`src/rtl/modem_tdd_sched.sv`:
```
// Half-duplex slot scheduler: sequences TX/RX chain resets, TX gating and the
// loopback switch through alternating RX and TX slots with warm-up and guard gaps.
//
// state    | meaning
// IDLE     | disabled, both chains held in reset
// RX_WARM  | RX chain released, settling before its slot opens
// RX_SLOT  | receiving; may be extended while a frame is in progress
// GUARD    | both chains in reset between direction changes
// TX_WARM  | TX chain released, settling before its slot opens
// TX_SLOT  | transmitting, TX input accepted
// LOOP     | loopback: both chains live, TX samples routed into RX
module modem_tdd_sched #(
    parameter int CNT_W    = 16,
    parameter int WARM_CYC = 8
) (
    input  logic             clk_l,
    input  logic             rst,
    input  logic             en,
    input  logic [1:0]       mode,
    input  logic [CNT_W-1:0] rx_slot_len,
    input  logic [CNT_W-1:0] tx_slot_len,
    input  logic [CNT_W-1:0] guard_len,
    input  logic [CNT_W-1:0] rx_ext_max,
    input  logic             tx_req,
    input  logic             rx_busy,
    output logic             tx_rst_out,
    output logic             rx_rst_out,
    output logic             switch_on,
    output logic             tx_gate,
    output logic             rx_tx_en,
    output logic [2:0]       state_out,
    output logic [15:0]      tx_slot_cnt,
    output logic             rx_overrun
);

    typedef enum logic [2:0] {
        ST_IDLE    = 3'd0,
        ST_RX_WARM = 3'd1,
        ST_RX_SLOT = 3'd2,
        ST_GUARD   = 3'd3,
        ST_TX_WARM = 3'd4,
        ST_TX_SLOT = 3'd5,
        ST_LOOP    = 3'd6
    } state_t;

    localparam logic [1:0]       MODE_TDD  = 2'd0;
    localparam logic [1:0]       MODE_TX   = 2'd1;
    localparam logic [1:0]       MODE_RX   = 2'd2;
    localparam logic [1:0]       MODE_LOOP = 2'd3;
    localparam logic [CNT_W-1:0] CNT_ONE   = CNT_W'(1);
    localparam logic [CNT_W-1:0] WARM_LAST = CNT_W'(WARM_CYC - 1);

    // A programmed length of zero behaves as a one-cycle interval.
    function automatic logic [CNT_W-1:0] last_of(input logic [CNT_W-1:0] len);
        return (len == '0) ? '0 : len - CNT_ONE;
    endfunction

    // Bit order: tx_rst, rx_rst, tx_gate, rx_tx_en, switch_on
    function automatic logic [4:0] ctrl_of(input state_t s);
        logic [4:0] c;
        case (s)
            ST_RX_WARM: c = 5'b10000;
            ST_RX_SLOT: c = 5'b10000;
            ST_GUARD:   c = 5'b11000;
            ST_TX_WARM: c = 5'b01010;
            ST_TX_SLOT: c = 5'b01110;
            ST_LOOP:    c = 5'b00111;
            default:    c = 5'b11000;
        endcase
        return c;
    endfunction

    state_t           state;
    state_t           state_nx;
    logic [CNT_W-1:0] cnt;
    logic [CNT_W-1:0] cnt_nx;
    logic [CNT_W-1:0] ext;
    logic [CNT_W-1:0] ext_nx;
    logic             dir_tx;
    logic             dir_tx_nx;
    logic [1:0]       mode_q;
    logic [1:0]       mode_q_nx;
    logic             slot_done;
    logic             ovr_nx;
    logic [4:0]       ctrl_nx;

    logic warm_end;
    logic rx_end;
    logic tx_end;
    logic guard_end;

    assign warm_end  = (cnt == WARM_LAST);
    assign rx_end    = (cnt == last_of(rx_slot_len));
    assign tx_end    = (cnt == last_of(tx_slot_len));
    assign guard_end = (cnt == last_of(guard_len));

    always_comb begin
        state_nx  = state;
        cnt_nx    = cnt + CNT_ONE;
        ext_nx    = ext;
        dir_tx_nx = dir_tx;
        mode_q_nx = mode_q;
        slot_done = 1'b0;
        ovr_nx    = 1'b0;

        if (!en) begin
            state_nx = ST_IDLE;
            cnt_nx   = '0;
            ext_nx   = '0;
        end else begin
            case (state)
                ST_IDLE: begin
                    cnt_nx    = '0;
                    ext_nx    = '0;
                    mode_q_nx = mode;
                    if (mode == MODE_LOOP) begin
                        state_nx = ST_LOOP;
                    end else if (mode == MODE_TX) begin
                        state_nx = ST_TX_WARM;
                    end else begin
                        state_nx = ST_RX_WARM;
                    end
                end
                ST_RX_WARM: begin
                    if (warm_end) begin
                        state_nx = ST_RX_SLOT;
                        cnt_nx   = '0;
                    end
                end
                ST_TX_WARM: begin
                    if (warm_end) begin
                        state_nx = ST_TX_SLOT;
                        cnt_nx   = '0;
                    end
                end
                ST_RX_SLOT: begin
                    if (rx_end) begin
                        if (mode_q == MODE_RX) begin
                            cnt_nx = '0;
                        end else if (rx_busy && (ext < rx_ext_max)) begin
                            // Frame still arriving: freeze the slot end and spend extension budget.
                            cnt_nx = cnt;
                            ext_nx = ext + CNT_ONE;
                        end else begin
                            ovr_nx = rx_busy;
                            cnt_nx = '0;
                            ext_nx = '0;
                            if (!((mode_q == MODE_TDD) && !tx_req)) begin
                                state_nx  = ST_GUARD;
                                dir_tx_nx = 1'b1;
                            end
                        end
                    end
                end
                ST_GUARD: begin
                    if (guard_end) begin
                        state_nx = dir_tx ? ST_TX_WARM : ST_RX_WARM;
                        cnt_nx   = '0;
                    end
                end
                ST_TX_SLOT: begin
                    if (tx_end) begin
                        slot_done = 1'b1;
                        cnt_nx    = '0;
                        if (mode_q != MODE_TX) begin
                            state_nx  = ST_GUARD;
                            dir_tx_nx = 1'b0;
                        end
                    end
                end
                ST_LOOP: begin
                    cnt_nx = '0;
                end
                default: begin
                    state_nx = ST_IDLE;
                    cnt_nx   = '0;
                    ext_nx   = '0;
                end
            endcase
        end
    end

    // Outputs are registered from the next-state decode so they move with the state.
    always_comb begin
        ctrl_nx = ctrl_of(state_nx);
    end

    always_ff @(posedge clk_l) begin
        if (rst) begin
            state       <= ST_IDLE;
            cnt         <= '0;
            ext         <= '0;
            dir_tx      <= 1'b0;
            mode_q      <= MODE_TDD;
            tx_slot_cnt <= '0;
            rx_overrun  <= 1'b0;
            tx_rst_out  <= 1'b1;
            rx_rst_out  <= 1'b1;
            tx_gate     <= 1'b0;
            rx_tx_en    <= 1'b0;
            switch_on   <= 1'b0;
        end else begin
            state      <= state_nx;
            cnt        <= cnt_nx;
            ext        <= ext_nx;
            dir_tx     <= dir_tx_nx;
            mode_q     <= mode_q_nx;
            rx_overrun <= ovr_nx;
            if (slot_done) begin
                tx_slot_cnt <= tx_slot_cnt + 16'd1;
            end
            tx_rst_out <= ctrl_nx[4];
            rx_rst_out <= ctrl_nx[3];
            tx_gate    <= ctrl_nx[2];
            rx_tx_en   <= ctrl_nx[1];
            switch_on  <= ctrl_nx[0];
        end
    end

    assign state_out = state;

endmodule

```
`config.mk`:
```
export PLATFORM = sky130hd
export DESIGN_NAME = modem_tdd_sched
export DESIGN_NICKNAME = d
export VERILOG_FILES = /design/src/rtl/modem_tdd_sched.sv
export SDC_FILE = /design/constraint.sdc
export NUM_CORES = 1
export LEC_CHECK = 0
export BUFFER_PORTS_ARGS = -buffer_cell sky130_fd_sc_hd__buf_2
export CAP_MARGIN = 30
export CORE_ASPECT_RATIO = 1.1
export CORE_MARGIN = 1.5
export CORE_UTILIZATION = 35
export DETAILED_ROUTE_END_ITERATION = 6
export HOLD_SLACK_MARGIN = 0.03
export SLEW_MARGIN = 0
export SYNTH_ARGS = -nofsm -noshare
export SYNTH_HDL_FRONTEND = slang
export SYNTH_SLANG_ARGS = --single-unit
```
`constraint.sdc`:
```
create_clock -name clk_l -period 10.4 [get_ports clk_l]
set_clock_uncertainty 0.1 [all_clocks]
set_input_delay 0.52 -clock clk_l [delete_from_list [all_inputs] [get_ports clk_l]]
set_output_delay 0.52 -clock clk_l [all_outputs]
set_load 0.05 [all_outputs]
```
==> results of run 1 <==
==> power by group <==
part           internal, mW  leakage (nW)  total, mW  switching (mW)
Combinational        0.0448          1.91      0.112          0.0677
Clock                 0.190         0.138      0.290           0.100
Sequential            0.233         0.484      0.238         0.00481
Total                 0.468          2.53      0.640           0.172
==> per-layer routing <==
metal | wire length (µm) | GRT usage (%) | vias up
met5 | 0 | 0 | -
met4 | 151 | 4.356 | 0
met3 | 895 | 3.444 | 15
met2 | 7639 | 31.32 | 132
met1 | 7259 | 23.82 | 2713
li1 | - | - | 3035
==> registers in the layout, summed over array words and instances (netlist names) <==
name         count
tx_rst_out       1
rx_rst_out       1
state_out        3
ext             16
tx_gate          1
mode_q           2
tx_slot_cnt     16
rx_tx_en         1
cnt             16
dir_tx           1
switch_on        1
rx_overrun       1
==> synth_stat cells (4+ instances only) <==
| library cell | n |
|---|---|
| sky130_fd_sc_hd__nor2_1 | 90 |
| sky130_fd_sc_hd__dfxtp_1 | 60 |
| sky130_fd_sc_hd__nand2_1 | 48 |
| sky130_fd_sc_hd__a21oi_1 | 40 |
| sky130_fd_sc_hd__nor3_1 | 34 |
| sky130_fd_sc_hd__inv_1 | 33 |
| sky130_fd_sc_hd__o21ai_0 | 33 |
| sky130_fd_sc_hd__xor2_1 | 33 |
| sky130_fd_sc_hd__xnor2_1 | 28 |
| sky130_fd_sc_hd__nand4_1 | 27 |
| sky130_fd_sc_hd__clkbuf_1 | 26 |
| sky130_fd_sc_hd__nand3_1 | 23 |
| sky130_fd_sc_hd__or3_1 | 23 |
| sky130_fd_sc_hd__ha_1 | 21 |
| sky130_fd_sc_hd__or4_1 | 19 |
| sky130_fd_sc_hd__nor2b_1 | 18 |
| sky130_fd_sc_hd__mux2i_1 | 17 |
| sky130_fd_sc_hd__nand2b_1 | 17 |
| sky130_fd_sc_hd__nor4_1 | 17 |
| sky130_fd_sc_hd__buf_2 | 14 |
| sky130_fd_sc_hd__o31ai_1 | 14 |
| sky130_fd_sc_hd__and3_1 | 9 |
| sky130_fd_sc_hd__mux2_2 | 9 |
| sky130_fd_sc_hd__nor3b_1 | 8 |
| sky130_fd_sc_hd__and2_1 | 7 |
| sky130_fd_sc_hd__nor4b_1 | 7 |
| sky130_fd_sc_hd__o211ai_1 | 6 |
| sky130_fd_sc_hd__or2_2 | 6 |
| sky130_fd_sc_hd__a211oi_1 | 5 |
| sky130_fd_sc_hd__and4b_1 | 5 |
| sky130_fd_sc_hd__a21o_1 | 4 |
| sky130_fd_sc_hd__o21ai_1 | 4 |
==> how the worst min path moves through the flow <==
stage	startpoint	endpoint	slack, ps	depth (start not counted)
after floorplan	dir_tx	dir_tx	350	2
after global placement	dir_tx	dir_tx	370	2
after detailed placement	dir_tx	dir_tx	380	2
after CTS	rx_busy	rx_overrun	340	3
after global routing	mode[1]	mode_q[1]	370	3
final	mode[1]	mode_q[1]	350	3
==> per-stage QoR <==
stage	worst slack (ps)	area [µm²]	cells
floorplan	6157	5839	785
global placement	5489	6361	1039
detailed placement	5628	6372	1040
CTS	5960	6665	1055
global route	5668	6665	1055
finish	5976	6665	1055
==> cell families (layout without fill, tap and decap cells) <==
group | Yosys count | count (layout) | share of synthesized area, %
fa+ha+maj | 21 | 21 | 4.500
flops | 60 | 60 | 20.57
simple gates | 381 | 381 | 36.45
mux | 26 | 26 | 4.650
compound gates | 155 | 155 | 17.83
xor+xnor | 64 | 64 | 10.31
buf+inv | 78 | 144 | 5.699
==> final cells by class <==
cell class | instances | area, µm² | area share (%)
clock buffers | 11 | 242.7 | 3.642
clock inverters | 4 | 50.05 | 0.7509
inverters | 33 | 123.9 | 1.858
multi-input cells | 647 | 4305 | 64.60
flip-flops and latches | 60 | 1201 | 18.02
well taps | 204 | 255.2 | 3.830
repair buffers | 96 | 486.7 | 7.302
==> worst max-delay path: cells and delay by family <==
kind                     cells  cell delay (ps)
adder cells (fa/ha/maj)      1              310
buffers and inverters        2              210
AND/OR/NAND/NOR              5             2240
AO/OA/AOI/OAI                5             1290
==> implementation parameters, run 1 <==
Parameter                              Value

Worst setup path
  Crit path cell chain ... buf_2 > inv_1 > ha_1 > or3b_1 > or4_1 > o21ai_2 > a22oi_1 > or4_4 > a2111oi_4 > a31o_2 > nand3_1 > or3_1 > a21oi_1
  End point of the critical path ... ext[10]
  Data required, critical path ... 10,550 ps
  Type of the worst setup path ... input port to flop
  CP Data Arrival Time ... 4570 ps
  Reg2Reg Depth ... 10
  Worst flop-to-flop path endpoint ... ext[10]
  Longest individual stage delay on the worst path ... 660 ps
  Setup slack on the worst flop-to-flop path ... 6660 ps
  Kind of start point of the critical path ... input port
  Capturing element type of the critical path ... flop
  Launching instance or port of the critical path ... rx_slot_len[0]
  Worst-path maximum fanout ... 15
  Source of the worst register-to-register timing path ... cnt[0]
  Slowest library cell on the worst path ... sky130_fd_sc_hd__or4_1

Detailed routing
  Detailed-router iteration count before antenna repair ... 4
  Total via count after detailed routing ... 5,895
  Antenna Violating Nets Remaining ... 0
  Iteration-0 DRC Markers ... 233
  Routed wire length per instance ... 15.11 µm
  Routed Wire Length ... 15.95 mm
  Number of remaining DRC errors ... 0
  Vias per Instance ... 5.588

Logic synthesis
  Synth top area share ... 20.57%
  Commonest register cell after synthesis ... sky130_fd_sc_hd__dfxtp_1
  Avg Synthesized Cell Area ... 7.439 µm²
  Number of distinct library cells after synthesis ... 77
  Post-synth net total ... 877
  Sequential-to-total area share from yosys stat ... 20.57%
  Cell area after synthesis ... 5839 µm²
  Area leader, netlist ... sky130_fd_sc_hd__dfxtp_1
  Yosys warns ... 0
  Async set-reset flop share out of synthesis ... 0%
  Ranking of synthesized cells by area ... sky130_fd_sc_hd__dfxtp_1, sky130_fd_sc_hd__nor2_1, sky130_fd_sc_hd__xor2_1
  Number of flops mapped to enable cells by yosys ... 0
  Post-synthesis instance total ... 785
  Number of register bits inferred by synthesis ... 60

Global routing
  Global-route wire length before repair ... 26.79 mm
  Leftover overflow at the end of global routing ... 0
  Initial antenna violation count ... 0
  Vias in the first global route ... 5,436
  Pin count of the biggest net entering global routing ... 26
  Overall routing resource usage ... 18.32%

Floorplan
  Initial core utilization ... 35.81%
  Chip width ... 126.2 µm
  Floorplan die area ... 17,470 µm²
  Number of top-level design ports ... 96
  Core region area ... 16,310 µm²
  Overall die height ... 138.5 µm
  Total number of placement rows ... 49

Clock tree
  Max clock buf depth ... 2
  Hold buffer count at cts ... 0
  Root cell of the clock tree ... sky130_fd_sc_hd__clkbuf_16
  Number of buffers added for setup after CTS ... 0
  Clock latency of the later-clocked register in the worst-skew pair ... 320 ps
  Clock tree sinks ... 60
  Clock buffers created by TritonCTS ... 9
  Post-CTS clock slew at the launch and capture registers of the worst setup and hold paths ... 50 ps
  Quantity of gates resized following cts ... 0
  H-tree lvl count ... 3
  Clock tree from TritonCTS ... built

Timing
  Peak Freq ... 226.1 MHz
  Total negative slack ... 0 ps
  Unrepaired setup endpoints after global routing ... no
  Finish-stage setup viols ... 0
  Tightest Pin Transition ... 971.2 ps
  Final slew viol count ... 0
  Worst max-slew margin expressed relative to the limit ... 34.65%
  Worst hold margin ... 346.1 ps
  Crit share post-route ... 42.54%
  Shortest period the worst path allows ... 4424 ps
  Total count of hold-check failures in the final report ... 0

Pwr
  Power Dens Cells ... 96.03 nW/µm²
  Highest ir drop seen on vdd ... 0.06963 mV
  Static leakage power ... 2.533 nW
  Overall Power ... 0.6401 mW

Cells and area
  Most frequent cells in the layout ... sky130_fd_sc_hd__buf_2, sky130_fd_sc_hd__nor2_1, sky130_fd_sc_hd__dfxtp_1
  Final antenna diode count ... 0
  Share of final-layout standard cells stronger than drive strength 1 ... 16.22%
  Number of nets at the end of the flow ... 939
  Core occupancy in the finished layout ... 40.87%
  Fillers ... 1,758
  Leading cell type in the layout, fill and taps excluded ... sky130_fd_sc_hd__buf_2
  Syn-to-layout area delta ... 14.14%

Status
  Outcome ... finished, final reports clean

Flow run
  Number of max-cap violations ... 0

Placed design
  Detailed Place HPWL ... 12.28 mm
  Number of buffers added on ports ... 95
  Weighted congestion reported at the end of routability-driven placement ... 0.8419

Worst hold path
  Path type of the worst min-delay path ... input port to flop
(Power assumes the default switching activity.)
==> run 2, diff against run 1 <==
clock period = 4.61 ns   (was 10.4 ns; I/O delays follow)
==> run 2 against run 1 <==
- setup slack got worse by 5300 ps
- sequential share of layout area decreased by 0.19 points
- first-iteration DRC count increased by 12%
- sequential power increased by 120%
- final cell count increased by 1.0%
- critical path depth decreased by 1
- global-route usage increased by 0.19 points
- count of clock-buffer cells in the layout decreased by 1
- sequential cell count unchanged
==> implementation parameters, run 2 (synthesized netlist as in run 1, its figures left out) <==
Parameter                              Value

Worst setup path
  Setup slack on the worst flop-to-flop path ... 1140 ps (-5520 ps)
  CP Data Arrival Time ... 4060 ps (-510 ps)
  Reg2Reg Depth ... 10 (unchanged)
  Source of the worst register-to-register timing path ... cnt[12]
  Type of the worst setup path ... input port to flop
  Capturing element type of the critical path ... flop
  Kind of start point of the critical path ... input port
  Worst flop-to-flop path endpoint ... rx_rst_out
  Data required, critical path ... 4760 ps (-5790 ps)
  Worst-path maximum fanout ... 9 (-6)

Status
  Outcome ... finished, final reports clean

Cells and area
  Post-route standard cell area excluding fillers ... 6738 µm² (+1.1%)
  Leading cell type in the layout, fill and taps excluded ... sky130_fd_sc_hd__buf_2
  Share of final-layout standard cells stronger than drive strength 1 ... 17.29% (+1.1 points)
  Final antenna diode count ... 0 (unchanged)
  Most frequent cells in the layout ... sky130_fd_sc_hd__buf_2, sky130_fd_sc_hd__nor2_1, sky130_fd_sc_hd__dfxtp_1
  Largest registers ... cnt x16, ext x16, tx_slot_cnt x16
  Core occupancy in the finished layout ... 41.32% (+0.45 points)
  Syn-to-layout area delta ... 15.38%
  Number of nets at the end of the flow ... 949 (+1.1%)

Timing
  Finish-stage setup viols ... 0 (unchanged)
  Peak Freq ... 255.7 MHz
  Crit share post-route ... 84.84%
  Shortest period the worst path allows ... 3911 ps
  Total negative slack ... 0 ps (unchanged)
  Final slew viol count ... 0 (unchanged)
  Worst max-slew margin expressed relative to the limit ... 47.04% (+12 points)
  Total count of hold-check failures in the final report ... 0 (unchanged)
  Tightest Pin Transition ... 787.1 ps (-184.2 ps)
  Unrepaired setup endpoints after global routing ... no

Clock tree
  Hold buffer count at cts ... 0 (unchanged)
  Number of buffers added for setup after CTS ... 0 (unchanged)
  Clock tree sinks ... 60 (unchanged)
  Clock latency of the later-clocked register in the worst-skew pair ... 320 ps (about the same)
  Root cell of the clock tree ... sky130_fd_sc_hd__clkbuf_16
  Clock buffers created by TritonCTS ... 9 (unchanged)
  Post-CTS clock slew at the launch and capture registers of the worst setup and hold paths ... 60 ps (about the same)
  H-tree lvl count ... 3 (unchanged)
  Clock tree from TritonCTS ... built
  Max clock buf depth ... 2 (unchanged)
  Quantity of gates resized following cts ... 0 (unchanged)

Pwr
  Power Dens Cells ... 216.3 nW/µm² (+130%)
  Share of power burned in the clock network ... 45.5% (+0.2 points)
  Switching component of the power ... 0.4109 mW (+140%)
  Sequential group share of total power ... 36.6% (-0.5 points)
  Static leakage power ... 2.586 nW (+2.1%)
  Switching fraction of total power ... 28.19% (+1.2 points)
  Internal power contribution ... 1.047 mW (+120%)
  Share of total power in combinational logic ... 17.9% (+0.3 points)
  Highest ir drop seen on vdd ... 0.1893 mV (+170%)

Global routing
  Pin count of the biggest net entering global routing ... 26 (unchanged)
  Overall routing resource usage ... 18.51% (+0.19 points)
  Global-route met2 utilization ... 31.55% (+0.23 points)
  Met1 Use GR ... 24.17% (+0.35 points)
  Vias in the first global route ... 5,407 (-0.53%)
  Routing layer with the top usage in global route ... met2
  Initial antenna violation count ... 0 (unchanged)
  Global-route wire length before repair ... 26.96 mm (+0.65%)
  Leftover overflow at the end of global routing ... 0 (unchanged)
  Met3 global-route usage ... 3.173% (-0.27 points)

Detailed routing
  Number of remaining DRC errors ... 0 (unchanged)
  Detailed-router iteration count before antenna repair ... 5 (+1)
  Routed wire length per instance ... 15.16 µm (+0.28%)
  Total via count after detailed routing ... 5,904 (+0.15%)
  Vias per Instance ... 5.538 (-0.88%)
  Antenna Violating Nets Remaining ... 0 (unchanged)
  Routed Wire Length ... 16.16 mm (+1.3%)
  Iteration-0 DRC Markers ... 260 (+12%)

Floorplan
  Floorplan die area ... 17,470 µm² (unchanged)
  Initial core utilization ... 35.81% (unchanged)
  Chip width ... 126.2 µm (unchanged)
  Overall die height ... 138.5 µm (unchanged)
  Core region area ... 16,310 µm² (unchanged)
  Number of top-level design ports ... 96 (unchanged)
  Total number of placement rows ... 49 (unchanged)

Placed design
  Number of buffers added on ports ... 95 (unchanged)
  Area after detailed placement ... 6444 µm² (+1.1%)
  Weighted congestion reported at the end of routability-driven placement ... 0.8349 (-0.83%)
  Detailed Place HPWL ... 12.44 mm (+1.4%)

Worst hold path
  End point of the worst hold path ... rx_overrun
  Instance count along the most critical hold path ... 3 (unchanged)
  Path type of the worst min-delay path ... input port to flop
  Worst min-delay path startpoint ... rx_busy

Flow run
  Number of max-cap violations ... 0 (unchanged)
==> run 2: worst max-delay path by stage <==
stage | from | to | cells past startpoint
floorplan | rx_slot_len[0] | cnt[9] | 16
global placement | rx_slot_len[0] | rx_rst_out | 13
detailed placement | rx_slot_len[0] | rx_rst_out | 13
CTS | tx_slot_len[0] | tx_slot_cnt[6] | 12
global route | tx_slot_len[0] | tx_slot_cnt[6] | 12
finish | tx_slot_len[0] | tx_slot_cnt[6] | 12
==> run 2: final cells by class <==
| cell class | count | area [µm²] |
|---|---|---|
| inverters | 33 | 123.9 |
| fillers | 1711 | 9570 |
| well taps | 204 | 255.2 |
| repair buffers | 106 | 558.0 |
| multi-input cells | 647 | 4305 |
| clock buffers | 10 | 229.0 |
| flip-flops and latches | 60 | 1201 |
| clock inverters | 6 | 65.06 |
==> run 2: layer usage <==
metal,vias up,wire length (µm)
met1,2688,7471
met4,0,199
met5,-,0
li1,3052,-
met2,148,7722
met3,16,764
==> run 2: worst max-delay path, cell delays in order <==
cell                      delay, ps
sky130_fd_sc_hd__buf_2          140
sky130_fd_sc_hd__inv_1           60
sky130_fd_sc_hd__ha_1           350
sky130_fd_sc_hd__or3b_2         510
sky130_fd_sc_hd__nor4_4         350
sky130_fd_sc_hd__nor2_1          70
sky130_fd_sc_hd__mux2_2         280
sky130_fd_sc_hd__or4b_1         520
sky130_fd_sc_hd__nor4_1         520
sky130_fd_sc_hd__nand4_1        410
sky130_fd_sc_hd__or3_1          450
sky130_fd_sc_hd__a21oi_1        170
==> run 2: through the flow <==
stage               std cells  setup WS (ps)  total power, mW  hold WS, ps
floorplan                 785          656.9           0.7122        248.8
global placement         1050          475.6           0.8040        361.2
detailed placement       1050          409.0           0.8038        375.5
CTS                      1066          729.7            1.471        52.66
global route             1066          479.4            1.525        72.54
finish                   1066          698.8            1.458        63.65
==> run 2: power by group through the flow <==
stage / sequential (mW) / combinational [mW] / clock [mW]
floorplan: 0.554 / 0.159 / 0
global placement: 0.545 / 0.259 / 0
detailed placement: 0.545 / 0.259 / 0
CTS: 0.534 / 0.261 / 0.677
global route: 0.535 / 0.291 / 0.699
finish: 0.534 / 0.261 / 0.663
